**config.mk**
```make
export PLATFORM = sky130hd
export DESIGN_NAME = pc_redirect_unit
export DESIGN_NICKNAME = d
export VERILOG_FILES = /design/src/rtl/pc_redirect_unit.sv
export SDC_FILE = /design/constraint.sdc
export NUM_CORES = 1
export LEC_CHECK = 0
export CAP_MARGIN = 10
export CORE_MARGIN = 10
export CORE_UTILIZATION = 40
export DETAILED_ROUTE_END_ITERATION = 6
export GPL_ROUTABILITY_DRIVEN = 0
export PLACE_DENSITY = 0.72
export SLEW_MARGIN = 20
export SYNTH_ARGS = -nofsm -noshare
export SYNTH_HDL_FRONTEND = slang
export SYNTH_SLANG_ARGS = --single-unit
```
**constraint.sdc**
```tcl
create_clock -name clk -period 6.72 [get_ports clk]
set_input_delay 1.008 -clock clk [delete_from_list [all_inputs] [get_ports clk]]
set_output_delay 1.008 -clock clk [all_outputs]
set_load 0.05 [all_outputs]
```
**src/rtl/pc_redirect_unit.sv**
```systemverilog
// Fetch PC owner: drives a single-outstanding fetch handshake and redirects on taken branch/jump.
// Request issues 1 cycle after reset; a held instruction under stall blocks new requests; flush overrides stall.
module pc_redirect_unit #(
  parameter int              XLEN     = 32,
  parameter logic [XLEN-1:0] RESET_PC = '0
) (
  input  logic            clk,
  input  logic            rst_n,
  input  logic            br_valid,
  input  logic            is_branch,
  input  logic            is_jal,
  input  logic            is_jalr,
  input  logic            cond_ok,
  input  logic [XLEN-1:0] br_pc,
  input  logic [XLEN-1:0] imm,
  input  logic [XLEN-1:0] rs1,
  input  logic            stall,
  output logic            fetch_req,
  output logic [XLEN-1:0] fetch_addr,
  input  logic            fetch_gnt,
  input  logic            fetch_rvalid,
  input  logic [31:0]     fetch_rdata,
  output logic            inst_valid,
  output logic [31:0]     inst_out,
  output logic [XLEN-1:0] inst_pc,
  output logic            flush,
  output logic [XLEN-1:0] link_addr,
  output logic            misalign
);

  typedef enum logic [1:0] {S_IDLE, S_REQ, S_WAIT, S_DROP} state_t;

  state_t          state, state_nxt;
  logic [XLEN-1:0] pc, pc_nxt;
  logic [XLEN-1:0] target_sum, target;
  logic            taken, aligned, accept, capture;

  assign taken      = br_valid & ((is_branch & cond_ok) | is_jal | is_jalr);
  assign target_sum = (is_jalr ? rs1 : br_pc) + imm;
  assign target     = is_jalr ? {target_sum[XLEN-1:1], 1'b0} : target_sum;
  assign aligned    = (target[1:0] == 2'b00);
  assign flush      = taken & aligned;
  assign link_addr  = br_pc + XLEN'(4);
  assign fetch_addr = pc;

  assign accept  = fetch_req & fetch_gnt;
  assign capture = (state == S_WAIT) & fetch_rvalid & ~flush;

  always_comb begin
    state_nxt = state;
    fetch_req = 1'b0;
    case (state)
      S_IDLE: state_nxt = S_REQ;
      S_REQ: begin
        fetch_req = ~inst_valid | ~stall;
        if (fetch_req && fetch_gnt) state_nxt = flush ? S_DROP : S_WAIT;
      end
      S_WAIT: begin
        // A response arriving with the flush is dropped here; otherwise the DROP state eats it later.
        if (fetch_rvalid)  state_nxt = S_REQ;
        else if (flush)    state_nxt = S_DROP;
      end
      S_DROP: if (fetch_rvalid) state_nxt = S_REQ;
      default: state_nxt = S_IDLE;
    endcase
  end

  always_comb begin
    pc_nxt = pc;
    if (flush)       pc_nxt = target;
    else if (accept) pc_nxt = pc + XLEN'(4);
  end

  always_ff @(posedge clk or negedge rst_n) begin
    if (!rst_n) begin
      state      <= S_IDLE;
      pc         <= RESET_PC;
      inst_valid <= 1'b0;
      inst_out   <= '0;
      inst_pc    <= '0;
      misalign   <= 1'b0;
    end else begin
      state    <= state_nxt;
      pc       <= pc_nxt;
      misalign <= taken & ~aligned;
      if (flush) begin
        inst_valid <= 1'b0;
      end else if (capture) begin
        inst_valid <= 1'b1;
        inst_out   <= fetch_rdata;
        inst_pc    <= pc - XLEN'(4);
      end else if (!stall) begin
        inst_valid <= 1'b0;
      end
    end
  end

endmodule

```
==> summary.md, run 1 <==
| Metric | Value |
|---|---|
| Clk root buf | clkbuf_16 |
| Fin util | 0.566 |
| RSZ-0062 raised after global routing | no |
| CTS buffer count | 9 |
| Filler cell count | approximately 1,800 |
| Reg-to-Reg End | fetch_addr[31]$_DFFE_PN0P_ |
| Largest net degree at the start of global routing | 71 |
| Max-slew violations | 0 |
| Sequential area share after synthesis | 0.318 |
| CP Launch Type | input pin |
| Remaining global-route overflow | 0 |
| First-pass GRT wire length | ~39,000 microns |
| CP Cell Sequence | clkdlybuf4s50_1, and4_1, and4_1, nand3_1, nor2_1, nand3_1, xnor2_1, clkdlybuf4s50_1 |
| Worst r2r path cells | 8 |
| Die Ht | approximately 160 microns |
| Max Fclk | 0.209 GHz |
| Vias in the first global route | approximately 7,300 |
| GR Util met2 | 0.299 |
| Syn nets | around 1,100 |
| Drt first pass iters | 5 |
| H-tree depth | 3 |
| Worst VDD drop | 173 uV |
| Worst hold path endpoint | inst_pc[12]$_DFFE_PN0P_ |
| Reg clk slew, reported paths | roughly 0.07 ns |
| Period utilization | 0.712 |
| Clock skew | roughly 0.01 ns |
| Primary FF master, synth | dfrtp_1 |
| Crit path time final | between 4 and 5 ns |
| Clock tree from TritonCTS | yes |
| Area of the multi-input gates | 5040 sq um |
| Avg WL per Cell | ~18 microns |
| Async SR Flop Fraction | 1.00 |
| Initial core utilization | 0.405 |
| Register area | around 2500 sq um |
| Dpl cells | 1,363 |
| DRC | 0 |
| Layout cells sized above 1 | 0.0996 |
| Critical path required time | ~5.7 ns |
| Post-Layout Cell Count | between 1,000 and 1,500 |
| Drt via density | 5.35 |
| FF+latch count, synth | 100 |
| Via count | approximately 7,400 |
| Met1 Use GR | 0.234 |
| Slowest-stage cell, CP | clkdlybuf4s50_1 |
| Min-Delay Path Depth | 2 |
| Routed wire length | approximately 25,000 microns |
| Hold Path Class | reg2reg |
| Global route hottest layer | met2 |
| Worst Setup End Kind | primary output |
| Final Setup Violations | 0 |
| Crit path from | br_pc[9] |
| CP arrival | roughly 3.8 ns |
| # resized after CTS | 0 |
| Largest cells by area after synthesis | dfrtp_1 32%, mux2_2 9.2%, xnor2_1 6.9% |
| Reg-to-reg startpoint | state[1]$_DFFE_PN0P_ |
| Worst slew pin tran | around 0.86 ns |
| Die footprint | between 20,000 and 30,000 sq um |
| Final hold vios | 0 |
| Max incr delay on CP | between 0.8 and 0.9 ns |
| Max Cap Viol | 0 |
| PD cells | around 390 nW/um^2 |
| Rel. slew slack | 0.422 |
| Leakage | roughly 4.4 nW |
| Area growth syn-to-layout | 39.7% |
| Crit path max-delay family | buffers and inverters |
| Hold Startpoint | inst_pc[12]$_DFFE_PN0P_ |
| Number of port buffers | around 270 |
| Crit Path Class | in2out |
| Setup tns final | 0 ns |
| CP max FO | 6 |
| Post-synth EDFFs | 0 |
| Post-DP HPWL | around 20,000 microns |
| Max clock buf depth | 2 |
| Worst skew pair latency | 0.35 ns |
| CTS hold repair buffers | 0 |
| Post-synth top area share | 0.318 |
| Antenna violations before repair | 0 |
| Status | complete, no violations |
| Post-Syn Area | around 8000 sq um |
| Synth Area per Inst | a little under 9 sq um |
| Gr usage total | 0.186 |
| Core area | between 15,000 and 20,000 sq um |
| Global Route met3 Usage | 0.0617 |
| R2r setup slk | 4.14 ns |
| Final #Nets | roughly 1,300 |
| Clock Sinks | 100 |
| Die width | about 160 microns |
| Netlist cell types | approximately 70 |
| Std-Cell Rows | between 50 and 60 |
| Post-Synthesis Cells | roughly 880 |
| Starting DRT DRC Count | 562 |
| Worst path bufs/invs | 2 |
| IO Pins | 270 |
| Ys Warns | 0 |
| Post-CTS Setup Bufs | 0 |
| Antenna viol nets, final | 0 |
| N_diodes | 0 |
| Synth area leader | dfrtp_1 |
layout make-up:
cell class	instances	share of cell area
well taps	265	0.0302
clock inverters	7	0.00889
repair buffers	274	0.248
inverters	14	0.00479
multi-input cells	710	0.459
clock buffers	9	0.0205
flip-flops and latches	100	0.228
report_power, final:
| group | leakage [nW] | switching, mW | total (mW) | internal [mW] |
|---|---|---|---|---|
| clock | 0.152 | 0.235 | 0.564 | 0.328 |
| sequential | 1.23 | 0.333 | 1.20 | 0.867 |
| combinational | 2.98 | 1.62 | 2.56 | 0.940 |
| total | 4.37 | 2.19 | 4.32 | 2.13 |
cells in the final DEF, fill, tap and decap left out, types with 4 or more instances in the layout:
| cell | count |
|---|---|
| buf_4 | 7 |
| and2_1 | 7 |
| inv_1 | 12 |
| nor3_1 | 18 |
| nand2b_1 | 5 |
| o31ai_1 | 4 |
| mux2i_1 | 9 |
| o21a_1 | 8 |
| a211oi_1 | 15 |
| a2111oi_0 | 6 |
| nor4_1 | 9 |
| o21ai_0 | 48 |
| clkdlybuf4s50_1 | 267 |
| nand2_1 | 92 |
| dfrtp_1 | 100 |
| mux2_2 | 64 |
| or4_1 | 7 |
| xor2_1 | 34 |
| a211o_1 | 5 |
| a21oi_1 | 45 |
| o21ai_1 | 10 |
| and3_1 | 9 |
| clkbuf_16 | 9 |
| xnor2_1 | 62 |
| o21bai_1 | 4 |
| nand4_1 | 23 |
| nand3_1 | 42 |
| a31oi_1 | 4 |
| or3_1 | 7 |
| and4_1 | 8 |
| a21o_1 | 21 |
| ha_1 | 37 |
| nor2_1 | 49 |
| o211ai_1 | 7 |
synthesized netlist by cell type, types with 21 or more instances:
cell and instances:
xor2_1 34, ha_1 37, o21ai_0 48, nand3_1 43, clkbuf_1 31, nand2_1 92
nand4_1 23, a21o_1 21, a21oi_1 45, mux2_2 64, xnor2_1 62, nor2_1 49
dfrtp_1 100
flip-flops by register name, summed over array words and instances (netlist names):
register    flops
state           2
misalign        1
fetch_addr     32
inst_valid      1
inst_pc        32
inst_out       32
stage by stage:
step                      instance area [sq um]  total power [mW]  hold WS, ns  worst slack [ns]
after floorplan                            7860              2.88        0.534              2.19
after global placement                    10700              3.75        0.461              1.81
after detailed placement                  10700              3.79        0.470              1.76
after CTS                                 11000              4.36        0.486              1.93
after global routing                      11000              4.57        0.502              1.78
final                                     11000              4.32        0.481              1.94
per-layer routing:
metal	vias to the layer above	wire length, microns	share of wire
met5	-	0	0
met2	281	11400	0.46
met1	3413	11100	0.45
met4	0	365	0.015
li1	3655	-	-
met3	23	2000	0.080
cells by family (layout without fill, tap and decap cells):
logic type / after synthesis / in the layout / synth area share
buffers and inverters: 74 / 304 / 0.0414
adders and majority gates: 38 / 38 / 0.0614
xor gates and xnor gates: 96 / 96 / 0.107
and+or+nand+nor: 300 / 300 / 0.200
muxes: 73 / 73 / 0.103
AOI/OAI and AO/OA: 203 / 203 / 0.168
DFF: 100 / 100 / 0.318
worst min-delay path: stages (launching register included):
cell and delay [ns]:
dfrtp_1 0.35, nand2_1 0.04, o21ai_0 0.06
worst max path at each step:
| stage | endpoint | cells past startpoint |
|---|---|---|
| floorplan | flush | 9 |
| global placement | fetch_addr[31]$_DFFE_PN0P_ | 9 |
| CTS | link_addr[26] | 8 |
| finish | link_addr[26] | 8 |
| global route | link_addr[26] | 8 |
| detailed placement | fetch_addr[31]$_DFFE_PN0P_ | 9 |
Note: power is estimated with default switching activity, not from simulation.
==> inputs of run 2 (changes only) <==
--- a/config.mk
+++ b/config.mk
@@ -10,7 +10,7 @@
 export CORE_UTILIZATION = 40
 export DETAILED_ROUTE_END_ITERATION = 6
 export GPL_ROUTABILITY_DRIVEN = 0
-export PLACE_DENSITY = 0.72
+export PLACE_DENSITY = 0.75
 export SLEW_MARGIN = 20
 export SYNTH_ARGS = -nofsm -noshare
 export SYNTH_HDL_FRONTEND = slang
==> constraint.sdc (replaced) <==
create_clock -name clk -period 3.95 [get_ports clk]
set_input_delay 0.5925 -clock clk [delete_from_list [all_inputs] [get_ports clk]]
set_output_delay 0.5925 -clock clk [all_outputs]
set_load 0.05 [all_outputs]
==> run 2 against run 1 <==
Die area unchanged. Design area up 3.3%. Wire length up 3.1%. Clock power up 64%. Critical endpoint is now fetch_addr[31]$_DFFE_PN0P_. Largest cell class unchanged. Highest routed layer unchanged.
==> summary.md, run 2 (synthesis results as in run 1) <==
| Metric | Value |
|---|---|
| Status | complete, no violations |
| Die Ht | 160 microns (unchanged) |
| CP Launch Type | input pin |
| Final Power | 7.42 mW (+72%) |
| Number of port buffers | 269 (unchanged) |
| Critical path required time | 4.17 ns (-1.54 ns) |
| Antenna violations before repair | 0 (unchanged) |
| Final #Nets | 1,320 (+2.7%) |
| Drt via density | 5.39 (+0.81%) |
| Most common cell after layout, fill and taps aside | clkdlybuf4s50_1 |
| Gr usage total | 0.193 (+0.00762) |
| Starting DRT DRC Count | 451 (-20%) |
| Max clock buf depth | 2 (unchanged) |
| RSZ-0062 raised after global routing | no |
| Crit path time final | 3.80 ns |
| Leakage | 4.60 nW (+5.4%) |
| Std-Cell Rows | 51 (unchanged) |
| First-pass GRT wire length | 41,600 microns (+5.6%) |
| Rel. slew slack | 0.422 (about the same) |
| Layout cells sized above 1 | 0.139 (+0.0396) |
| Hold Path Class | in2async |
| Final Setup Violations | 0 (unchanged) |
| Clk root buf | clkbuf_16 |
| Filler cell count | 1,773 (-2.3%) |
| Vias in the first global route | 7,837 (+7.5%) |
| Max Fclk | 0.263 GHz |
| Avg WL per Cell | 18.2 microns (+0.56%) |
| Post-CTS Setup Bufs | 0 (unchanged) |
| Register area | 2500 sq um (unchanged) |
| R2r setup slk | 1.44 ns (-2.70 ns) |
| Reg clk slew, reported paths | 0.07 ns (about the same) |
| N_diodes | 0 (unchanged) |
| PD cells | 655 nW/um^2 (+66%) |
| Period utilization | 0.961 |
| Drt first pass iters | 5 (unchanged) |
| Via count | 7,620 (+3.4%) |
| Post-route cell area | 11,300 sq um (+3.3%) |
| Worst Setup End Kind | flop |
| Core area | 19,400 sq um (unchanged) |
| Clock Sinks | 100 (unchanged) |
| DP Area | 11,000 sq um (+3.4%) |
| Final hold vios | 0 (unchanged) |
| Commonest cells after routing, fill and taps aside | 253 x clkdlybuf4s50_1, 100 x dfrtp_1, 92 x nand2_1 |
| Max Cap Viol | 0 (unchanged) |
| # resized after CTS | 0 (unchanged) |
| Worst VDD drop | 256 uV (+48%) |
| Worst hold slack | 0.284 ns (-0.197 ns) |
| Remaining global-route overflow | 0 (unchanged) |
| Routed wire length | 25,700 microns (+3.1%) |
| Largest net degree at the start of global routing | 57 (-20%) |
| Crit Path Class | in2reg |
| Area of the multi-input gates | 5040 sq um (unchanged) |
| Initial core utilization | 0.405 (unchanged) |
| Die width | 160 microns (unchanged) |
| CP max FO | 20 (+14) |
| Area growth syn-to-layout | 44.2% |
| Post-DP HPWL | 21,300 microns (+4.9%) |
| Setup tns final | 0 ns (unchanged) |
| Die footprint | 25,700 sq um (unchanged) |
| Pre-CTS setup slack | -0.136 ns (-1.89 ns) |
| Post-route setup slack | 0.155 ns (-1.78 ns) |
| H-tree depth | 3 (unchanged) |
| CTS buffer count | 9 (unchanged) |
| Antenna viol nets, final | 0 (unchanged) |
| CTS hold repair buffers | 0 (unchanged) |
| Worst skew pair latency | 0.35 ns (about the same) |
| Clock skew | 0.00859 ns (-0.00124 ns) |
| IO Pins | 270 (unchanged) |
| CP arrival | 4.01 ns (+0.23 ns) |
| Max-slew violations | 0 (unchanged) |
| DRC | 0 (unchanged) |
| Clock tree from TritonCTS | yes |
| Worst slew pin tran | 0.860 ns (+0.000254 ns) |
[run 2: changes by cell type in the layout (fill, tap and decap cells not counted), sizes merged]
cell / previous run / this run
clkinvlp: 2 / 0
clkbuf: 9 / 10
clkinv: 2 / 3
inv: 15 / 16
clkdlybuf4s50: 267 / 253
buf: 7 / 56
bufinv: 2 / 1
[run 2: where the power goes]
part / internal, mW / total, mW / leakage, nW / switching [mW]
registers: 1.47 / 2.05 / 1.23 / 0.574
logic: 1.66 / 4.45 / 3.22 / 2.79
clock network: 0.520 / 0.925 / 0.156 / 0.405
[run 2: final timing paths]
| check | startpoint | endpoint | cells after the start |
|---|---|---|---|
| max | is_jalr | fetch_addr[31]$_DFFE_PN0P_ | 11 |
| min | rst_n | inst_out[12]$_DFFE_PN0P_ | 1 |
| max reg2reg | state[1]$_DFFE_PN0P_ | fetch_addr[31]$_DFFE_PN0P_ | 9 |
| min reg2reg | inst_pc[14]$_DFFE_PN0P_ | inst_pc[14]$_DFFE_PN0P_ | 2 |
| max in group asynchronous | rst_n | fetch_addr[29]$_DFFE_PN0P_ | 2 |
| min in group clk | inst_pc[14]$_DFFE_PN0P_ | inst_pc[14]$_DFFE_PN0P_ | 2 |
[run 2: critical path, cell delays in order]
cell             delay, ns
clkdlybuf4s50_1       0.49
buf_4                 0.14
buf_12                0.14
buf_12                0.16
mux2_2                0.35
ha_1                  0.43
nand4_1               0.23
nor4_1                0.76
nand4_1               0.35
a31oi_1               0.29
a2111oi_2             0.06
[run 2: routing by layer]
metal	GRT usage	vias up	wire length [microns]
li1	-	3734	-
met1	0.235	3534	11100
met2	0.323	320	11900
met3	0.0632	32	2300
met4	0.0484	0	437
met5	0	-	0
[run 2: layout make-up]
class	instances	share of cell area
Tap cell	265	0.0292
Timing Repair Buffer	309	0.273
Multi-Input combinational cell	710	0.445
Clock buffer	10	0.0211
Sequential cell	100	0.221
Clock inverter	6	0.00673
Inverter	14	0.00464
[run 2: metrics by stage]
| step | util | instances |
|---|---|---|
| 2_1_floorplan | - | 884 |
| 3_3_place_gp | 0.568 | 1398 |
| 3_5_place_dp | 0.568 | 1398 |
| 4_1_cts | 0.584 | 1414 |
| 5_1_grt | 0.584 | 1414 |
| 6_report | 0.584 | 1414 |
==> inputs of run 3 (changes only) <==
--- a/config.mk
+++ b/config.mk
@@ -5,13 +5,15 @@
 export SDC_FILE = /design/constraint.sdc
 export NUM_CORES = 1
 export LEC_CHECK = 0
+export ABC_CLOCK_PERIOD_IN_PS = 3950
 export CAP_MARGIN = 10
 export CORE_MARGIN = 10
-export CORE_UTILIZATION = 40
+export CORE_UTILIZATION = 42
 export DETAILED_ROUTE_END_ITERATION = 6
 export GPL_ROUTABILITY_DRIVEN = 0
-export PLACE_DENSITY = 0.75
+export PLACE_DENSITY = 0.78
 export SLEW_MARGIN = 20
 export SYNTH_ARGS = -nofsm -noshare
 export SYNTH_HDL_FRONTEND = slang
 export SYNTH_SLANG_ARGS = --single-unit
+export TNS_END_PERCENT = 50
==> run 3 against run 2 <==
Wire length fell by 0.44%. Hold slack gained 0.044 ns. Die area fell by 4.2%. Via count is 0.25% lower. Design area shrank 0.77%. Register-to-register slack is essentially flat. Total power down 0.89%.
==> summary.md, run 3 (synthesis results as in run 1) <==
| Metric | Value |
|---|---|
| Status | complete, no violations |
| Clock skew | 0.00875 ns (+0.000161 ns) |
| Final Setup Violations | 0 (unchanged) |
| Filler cell count | 1,582 (-11%) |
| Max-slew violations | 0 (unchanged) |
| Drt via density | 5.53 (+2.6%) |
| Layout cells sized above 1 | 0.136 (-0.00313) |
| Routed wire length | 25,600 microns (-0.44%) |
| Antenna violations before repair | 0 (unchanged) |
| Initial core utilization | 0.432 (+0.0265) |
| H-tree depth | 3 (unchanged) |
| RSZ-0062 raised after global routing | no |
| Max Cap Viol | 0 (unchanged) |
| Die footprint | 24,600 sq um (-4.2%) |
| Gr usage total | 0.200 (+0.00686) |
| Remaining global-route overflow | 0 (unchanged) |
| CP arrival | 3.80 ns (-0.21 ns) |
| Std-Cell Rows | 49 (-3.9%) |
| CTS buffer count | 9 (unchanged) |
| Post-DP HPWL | 21,200 microns (-0.72%) |
| Worst slew pin tran | 0.798 ns (-0.0621 ns) |
| CP max FO | 13 (-35%) |
| Pre-CTS setup slack | 0.0270 ns (+0.163 ns) |
| Switching fraction of total power | 0.514 (+0.00646) |
| Setup tns final | 0 ns (unchanged) |
| Crit Path Class | in2reg |
| Drt first pass iters | 7 (+2) |
| # resized after CTS | 0 (unchanged) |
| Via count | 7,601 (-0.25%) |
| CP Launch Type | input pin |
| Critical path required time | 4.15 ns (-0.02 ns) |
| Number of port buffers | 269 (unchanged) |
| Avg WL per Cell | 18.6 microns (+2.4%) |
| Clk root buf | clkbuf_16 |
| Hold Path Class | in2async |
| Die width | 157 microns (-2.1%) |
| Worst skew pair latency | 0.35 ns (about the same) |
| P_int | 3.57 mW (-2.2%) |
| Leakage | 4.58 nW (-0.46%) |
| Worst Setup End Kind | flop |
| Largest net degree at the start of global routing | 65 (+14%) |
| Antenna viol nets, final | 0 (unchanged) |
| DRC | 0 (unchanged) |
| Most common cell after layout, fill and taps aside | clkdlybuf4s50_1 |
| Core area | 18,200 sq um (-6.1%) |
| Rel. slew slack | 0.468 (+0.0467) |
| CTS hold repair buffers | 0 (unchanged) |
| IO Pins | 270 (unchanged) |
| Starting DRT DRC Count | 449 (-0.44%) |
| Area growth syn-to-layout | 43.1% |
| Logic pwr share | 0.604 (+0.005) |
| Final #Nets | 1,317 (-0.23%) |
| Reg clk slew, reported paths | 0.07 ns (about the same) |
| Die Ht | 157 microns (-2.1%) |
| Clock Sinks | 100 (unchanged) |
| Vias in the first global route | 7,679 (-2.0%) |
| Flop pwr share | 0.278 (+0.002) |
| NetSw | 3.78 mW (+0.37%) |
| Crit path time final | 3.60 ns (-0.200 ns) |
| Commonest cells after routing, fill and taps aside | 254 x clkdlybuf4s50_1, 100 x dfrtp_1, 92 x nand2_1 |
| Max clock buf depth | 2 (unchanged) |
| Clock tree from TritonCTS | yes |
| Post-CTS Setup Bufs | 0 (unchanged) |
| Max Fclk | 0.278 GHz (+5.6%) |
| PD cells | 654 nW/um^2 (-0.12%) |
| Final hold vios | 0 (unchanged) |
| N_diodes | 0 (unchanged) |
| Clock power share | 0.118 (-0.007) |
| Post-route setup slack | 0.355 ns (+0.200 ns) |
| First-pass GRT wire length | 40,300 microns (-3.0%) |
| Period utilization | 0.910 (-0.0507) |
| Worst VDD drop | 252 uV (-1.7%) |
[run 3: cell count changes in the layout (fill, tap and decap cells not counted), sizes merged]
cell	delta
inv	+1
buf	-4
clkdlybuf4s50	+1
clkbuf	-1
bufinv	-1
clkinv	+1
[run 3: metrics by stage]
step                      instances   util  instance area [sq um]  hold WS, ns  power [mW]
final                          1375  0.618                  11200        0.329        7.35
after global routing           1375  0.618                  11200        0.404        7.76
after CTS                      1375  0.618                  11200        0.359        7.42
after floorplan                 884      -                   7860        0.297        4.91
after global placement         1359  0.602                  11000        0.461        6.46
after detailed placement       1359  0.602                  11000        0.466        6.54
[run 3: critical path: stages]
cell	delay, ns
clkdlybuf4s50_1	0.51
buf_4	0.23
mux2_2	0.36
ha_1	0.29
a211o_1	0.29
a2111oi_0	0.39
nor3_1	0.17
a31o_2	0.30
a2111oi_0	0.56
a211oi_1	0.10
[run 3: path summary, 6_finish.rpt]
path,end,start,cells past startpoint,slack (ns)
worst max-delay path,fetch_addr[23]$_DFFE_PN0P_,is_jalr,10,0.35
worst min-delay path,inst_out[11]$_DFFE_PN0P_,rst_n,1,0.33
worst max register to register,fetch_addr[31]$_DFFE_PN0P_,state[1]$_DFFE_PN0P_,9,1.44
worst min register to register,inst_pc[14]$_DFFE_PN0P_,inst_pc[14]$_DFFE_PN0P_,2,0.48
max in group asynchronous,fetch_addr[21]$_DFFE_PN0P_,rst_n,2,2.84
min in group clk,inst_pc[14]$_DFFE_PN0P_,inst_pc[14]$_DFFE_PN0P_,2,0.48
[run 3: cell type report]
class | count | area (sq um) | share of cell area
multi-input combinational | 710 | 5040 | 0.448
sequential | 100 | 2500 | 0.222
clock inverter | 7 | 67.6 | 0.00601
timing repair buffer | 306 | 3070 | 0.273
tap | 229 | 287 | 0.0255
inverter | 14 | 52.6 | 0.00467
clock buffer | 9 | 225 | 0.0200
[run 3: power groups by stage]
stage          Combinational, mW  Sequential (mW)  Clock, mW
3_3_place_gp                4.42             2.04          0
5_1_grt                     4.70             2.13      0.931
2_1_floorplan               1.57             3.34          0
3_5_place_dp                4.47             2.06          0
4_1_cts                     4.49             2.04      0.887
6_report                    4.44             2.05      0.866
[run 3: metal layers]
layer / global-route usage / up-vias / part of all wire
met5: 0 / - / 0
met4: 0.0589 / 0 / 0.016
met3: 0.0639 / 28 / 0.095
met2: 0.335 / 338 / 0.46
met1: 0.240 / 3513 / 0.42
li1: - / 3722 / -
